===== config.mk =====
export PLATFORM = sky130hd
export DESIGN_NAME = hazard_scoreboard
export DESIGN_NICKNAME = d
export VERILOG_FILES = /design/src/rtl/hazard_scoreboard.sv
export SDC_FILE = /design/constraint.sdc
export NUM_CORES = 1
export LEC_CHECK = 0
export CAP_MARGIN = 20
export CELL_PAD_IN_SITES_DETAIL_PLACEMENT = 0
export CELL_PAD_IN_SITES_GLOBAL_PLACEMENT = 1
export CORE_UTILIZATION = 27
export CTS_BUF_LIST = sky130_fd_sc_hd__clkbuf_16
export CTS_CLUSTER_SIZE = 28
export DETAILED_ROUTE_END_ITERATION = 12
export PLACE_DENSITY = 0.81
export SYNTH_ARGS = -nofsm -noshare
export SYNTH_HDL_FRONTEND = slang
export SYNTH_SLANG_ARGS = --single-unit

===== constraint.sdc =====
create_clock -name clk -period 1.9 [get_ports clk]
set_input_delay 0.19 -clock clk [delete_from_list [all_inputs] [get_ports clk]]
set_output_delay 0.19 -clock clk [all_outputs]
set_load 0.02 [all_outputs]

===== src/rtl/hazard_scoreboard.sv =====
// ============================================================================
// Module   : hazard_scoreboard
// Function : Forwarding, stall and multi-cycle scoreboard for the 5-stage core.
//            Optional stall counter enabled by HAZARD_PERF_CNT_EN.
// Revision : 1.0
// ============================================================================
`default_nettype none

module hazard_scoreboard #(
    parameter int AW   = 5,
    parameter int LATW = 4,
    parameter int CNTW = 32
) (
    input  logic            clk,
    input  logic            rst_n,
    input  logic [AW-1:0]   rs_d,
    input  logic [AW-1:0]   rt_d,
    input  logic            branch_d,
    input  logic            mc_req_d,
    input  logic [AW-1:0]   rse_ex,
    input  logic [AW-1:0]   rte_ex,
    input  logic            regwrite_ex,
    input  logic            memtoreg_ex,
    input  logic [AW-1:0]   writereg_ex,
    input  logic            regwrite_mem,
    input  logic            memtoreg_mem,
    input  logic [AW-1:0]   writereg_mem,
    input  logic            regwrite_wb,
    input  logic [AW-1:0]   writereg_wb,
    input  logic            mc_start_ex,
    input  logic [AW-1:0]   mc_dest_ex,
    input  logic [LATW-1:0] mc_lat_ex,
    input  logic            perf_clr,
    output logic [1:0]      forward_a_e,
    output logic [1:0]      forward_b_e,
    output logic            forward_a_d,
    output logic            forward_b_d,
    output logic            stall_f,
    output logic            stall_d,
    output logic            flush_e,
    output logic            mc_busy,
    output logic            mc_done,
    output logic            mc_err,
    output logic [CNTW-1:0] stall_cnt
);

    localparam logic [LATW-1:0] C_LAT_ONE = LATW'(1);

    logic [LATW-1:0] count_q, count_d;
    logic [AW-1:0]   mc_dest_q, mc_dest_d;
    logic            mc_err_q, mc_err_d;

    logic            count_gt1;
    logic            lw_stall;
    logic            br_stall;
    logic            mc_stall;
    logic            stall_any;

    // Register 0 is hard-wired, so it never creates a dependency.
    function automatic logic reg_hit(input logic [AW-1:0] a, input logic [AW-1:0] b);
        return (a != '0) && (a == b);
    endfunction

    function automatic logic [1:0] ex_select(input logic [AW-1:0] src);
        logic [1:0] sel;
        sel = 2'b00;
        if (mc_done && reg_hit(src, mc_dest_q)) begin
            sel = 2'b11;
        end else if (regwrite_mem && reg_hit(src, writereg_mem)) begin
            sel = 2'b10;
        end else if (regwrite_wb && reg_hit(src, writereg_wb)) begin
            sel = 2'b01;
        end
        return sel;
    endfunction

    assign mc_busy   = (count_q != '0);
    assign mc_done   = (count_q == C_LAT_ONE);
    assign count_gt1 = (count_q > C_LAT_ONE);
    assign mc_err    = mc_err_q;

    assign forward_a_e = ex_select(rse_ex);
    assign forward_b_e = ex_select(rte_ex);
    assign forward_a_d = regwrite_mem && reg_hit(rs_d, writereg_mem);
    assign forward_b_d = regwrite_mem && reg_hit(rt_d, writereg_mem);

    assign lw_stall = memtoreg_ex && regwrite_ex &&
                      (reg_hit(rs_d, writereg_ex) || reg_hit(rt_d, writereg_ex));

    assign br_stall = branch_d &&
                      ((regwrite_ex  && (reg_hit(rs_d, writereg_ex)  || reg_hit(rt_d, writereg_ex))) ||
                       (memtoreg_mem && (reg_hit(rs_d, writereg_mem) || reg_hit(rt_d, writereg_mem))));

    // In the DONE cycle the register file already holds the result, so only
    // count_q > 1 keeps a decode reader of mc_dest_q waiting.
    assign mc_stall = (mc_req_d && (mc_busy || mc_start_ex)) ||
                      (count_gt1 && (reg_hit(rs_d, mc_dest_q) || reg_hit(rt_d, mc_dest_q))) ||
                      (mc_start_ex && (reg_hit(rs_d, mc_dest_ex) || reg_hit(rt_d, mc_dest_ex)));

    assign stall_any = lw_stall || br_stall || mc_stall;
    assign stall_f   = stall_any;
    assign stall_d   = stall_any;
    assign flush_e   = stall_any;

    always_comb begin
        count_d   = count_q;
        mc_dest_d = mc_dest_q;
        mc_err_d  = mc_err_q;
        if (count_gt1) begin
            count_d = count_q - C_LAT_ONE;
            if (mc_start_ex) begin
                mc_err_d = 1'b1;
            end
        end else if (mc_start_ex) begin
            count_d   = (mc_lat_ex == '0) ? C_LAT_ONE : mc_lat_ex;
            mc_dest_d = mc_dest_ex;
        end else if (mc_done) begin
            count_d = '0;
        end
    end

    always_ff @(posedge clk or negedge rst_n) begin
        if (!rst_n) begin
            count_q   <= '0;
            mc_dest_q <= '0;
            mc_err_q  <= 1'b0;
        end else begin
            count_q   <= count_d;
            mc_dest_q <= mc_dest_d;
            mc_err_q  <= mc_err_d;
        end
    end

`ifdef HAZARD_PERF_CNT_EN
    logic [CNTW-1:0] stall_cnt_q, stall_cnt_d;

    always_comb begin
        stall_cnt_d = stall_cnt_q;
        if (perf_clr) begin
            stall_cnt_d = '0;
        end else if (stall_any && (stall_cnt_q != '1)) begin
            stall_cnt_d = stall_cnt_q + CNTW'(1);
        end
    end

    always_ff @(posedge clk or negedge rst_n) begin
        if (!rst_n) begin
            stall_cnt_q <= '0;
        end else begin
            stall_cnt_q <= stall_cnt_d;
        end
    end

    assign stall_cnt = stall_cnt_q;
`else
    logic unused_perf_clr;
    assign unused_perf_clr = perf_clr;
    assign stall_cnt       = '0;
`endif

endmodule

`default_nettype wire


==> results.yml <==
run_status:
  status: "finished, violations left"
  violations: "negative setup slack"
worst_setup_path:
  crit-reg2reg-capture: "mc_dest_q[2]$_DFFE_PN0P_"
  r2r_slack_ns: 0.14
  crit_end: "stall_f"
  cpLargestDelayFamily: "buffers and inverters"
  cp-start-kind: "input pin"
  cp.depth: 7
  path_max_fanout: 5
  slowest_delay_ns: 0.52
  required_ns: 1.71
  worst_r2r_path_depth: 7
  cp-end-kind: "primary output"
  setup.worst_path.start: "rs_d[0]"
  crit_buf_inv: 3
  r2r_start: "count_q[1]$_DFFE_PN0P_"
  worstPathArrival_ns: 1.77
  slowest_stage: "clkdlybuf4s50_1"
  cp_cell_sequence: "clkdlybuf4s50_1 -> buf_6 -> xor2_1 -> nor4_2 -> o31ai_2 -> nand4_1 -> buf_4"
  setup.worst_path.class: "in2out"
power_and_ir_drop:
  power.leakage_uw: 0.00129
  p_int_uw: 1510
  switching_share: 0.403
  clkPwrFrac: 0.145
  ir_drop_v: 0.000451
  power_switching_uw: 1020
  cellPowerDensity_nw_per_um2: 849
  total_power_uw: 2520
  p_comb_frac: 0.672
  p_seq_frac: 0.183
placed_design:
  numPortBuffers: 65
  dp_hpwl_um: 4310
  preCtsSetupSlack_ns: -0.752
  globalplace.congestion: 0.984
layout:
  layout-drive-gt1-share: 0.354
  nFillCells: 629
  diodes: 0
  nets: 387
  area_growth_pct: 65.9
route:
  routed-wl-met2_um: 2830
  dr.pass1.iters: 4
  wl_met1_um: 2410
  via_per_inst: 4.46
  drc: 0
  routed.top_layer: "met4"
  wirelength_um: 5450
  ant_nets: 0
  drt_iter0_drc: 46
  vias: 1808
  wire_per_inst_um: 13.4
  wl_met3_um: 187
timing:
  skew_ns: 0.00240
  setup_viol: 5
  rsz0062_at_grt: "yes"
  fin_ws_ns: -0.0650
  fin_crit_sh: 1.03
  max_freq_mhz: 509
  hold_viol: 0
  fin_crit_ns: 1.96
  final-max-slew-violation-count: 0
grt:
  track_usage: 0.156
  grt_pass1_wl_um: 8860
  grt_pass1_vias: 1850
  grt-ovfl-total: 0
  antenna_found_initial: 0
  grt_max_degree: 11
floorplanning:
  start_util: 0.280
  die-area_um2: 6960
  die-height_um: 83.4
  placementRows: 29
  ioPinCount: 99
  die_x_um: 83.4
  core_um2: 6390
clock_tree:
  cts_root_buffer: "clkbuf_16"
  ctsHoldBuffers: 0
  cts_buffer_depth: 2
  cts-buffers-inserted: 3
  clkTransAtPathRegs_ns: 0.04
  cts_tree: "done"
  htree_levels: 1
  clock_latency_ns: 0.23
  cts_sinks: 10
synth:
  synth_seq_cells: 10
  synth_seq_area_share: 0.140
  netlist-cell-type-count: 34
  synth_flop_cell: "dfrtp_1"
  synthArstFlopShare: 1.00
  ys_warn_count: 0
  syn_avg_cell_area_um2: 8.02
  synth-edff-count: 0
  syn_inst: 223
  synth_area_um2: 1790
worst_hold_path:
  hold_path_class: "in2async"
flow_run:
  drv_cap: 0
-- through the flow --
step	hold slack, ns	TNS, ns	utilization	instances	instance area, um^2
finish	0.271	-0.255	0.465	405	2970
detailed placement	0.466	-5.46	0.427	400	2730
CTS	0.287	-0.236	0.451	406	2880
floorplan	-0.106	-0.167	-	254	1920
global route	0.313	-0.610	0.465	405	2970
global placement	0.446	-5.24	0.427	400	2730
-- cell usage after synthesis, types with 2 or more instances --
cell type,n,area (um^2)
nor4_1,7,43.8
ha_1,3,37.5
a21oi_1,5,25.0
mux2_2,5,56.3
xnor2_1,47,412
xor2_1,24,210
and2_1,2,12.5
nor2_1,7,26.3
nor3_1,5,25.0
dfrtp_1,10,250
nand3_1,10,50.1
inv_1,4,15.0
o21ai_0,3,15.0
or4_1,5,37.5
o211ai_1,4,30.0
nand2_1,7,26.3
clkbuf_1,11,41.3
buf_4,34,255
nand4_1,7,43.8
buf_2,5,25.0
o221ai_1,2,17.5
or4_4,2,22.5
nor2_2,2,12.5
buf_6,2,22.5
-- cell type report --
class,count,area (um^2),area share
timing repair buffer,122,1040,0.349
multi-input combinational,188,1490,0.501
sequential,10,251,0.0847
tap,77,96.3,0.0324
clock buffer,3,75.1,0.0253
clock inverter,1,3.75,0.00126
inverter,4,17.5,0.00590
-- what timing repair did --
action | in CTS | in global routing
resized for setup | 119 | 28
pin swaps | 15 | 9
endpoints found under the setup margin | 11 | 10
setup buffers | 2 | 0
-- logic make-up after synthesis --
family | after synthesis | synth area share
AO/OA/AOI/OAI | 23 | 0.0895
XOR/XNOR | 71 | 0.348
adder cells (fa/ha/maj) | 3 | 0.0210
buffers and inverters | 56 | 0.201
flip-flops | 10 | 0.140
multiplexers | 5 | 0.0315
other | 1 | 0.00210
AND/OR/NAND/NOR | 54 | 0.168
-- cells in the final DEF (no fill, tap or decap), types with 7 or more instances in the layout --
| master | count |
|---|---|
| dlygate4sd2_1 | 19 |
| buf_6 | 8 |
| dfrtp_1 | 9 |
| xor2_1 | 22 |
| xnor2_1 | 47 |
| conb_1 | 32 |
| nand3_1 | 10 |
| clkdlybuf4s50_1 | 24 |
| nand4_1 | 7 |
| buf_4 | 57 |
-- state kept, by name (all words and copies together), names as in the netlist --
| name | cells |
|---|---|
| mc_err | 1 |
| count_q | 4 |
| mc_dest_q | 5 |
-- worst register-to-register path, cell delays in order, from the launching register on --
cell     delay [ns]
dfrtp_1        0.37
inv_2          0.07
buf_6          0.13
ha_4           0.16
buf_4          0.15
o21a_1         0.20
nand2_1        0.20
mux2_2         0.36
-- layer usage --
metal  global-route usage  vias to the layer above
met3               0.0239                        3
met4               0.0188                        0
li1                     -                      895
met2                0.270                       55
met1                0.208                      855
met5                    0                        -
-- power by group through the flow --
stage               combinational, uW  clock [uW]  sequential (uW)
global route                     1830         393              478
finish                           1690         366              462
global placement                 1490           0              450
CTS                              1620         372              460
detailed placement               1510           0              455
floorplan                         978           0              357
-- worst min path at each step --
stage / to / start / cells past startpoint / slack [ns]
after floorplan: count_q[0]$_DFFE_PN0P_ / rst_n / 0 / -0.11
after global placement: mc_err$_DFFE_PN0P_ / mc_err$_DFFE_PN0P_ / 1 / 0.45
after detailed placement: mc_err$_DFFE_PN0P_ / mc_err$_DFFE_PN0P_ / 1 / 0.47
after CTS: mc_dest_q[3]$_DFFE_PN0P_ / rst_n / 1 / 0.29
after global routing: mc_dest_q[1]$_DFFE_PN0P_ / rst_n / 1 / 0.31
final: mc_dest_q[1]$_DFFE_PN0P_ / rst_n / 1 / 0.27
No activity file was read; power rests on OpenSTA's default activity.
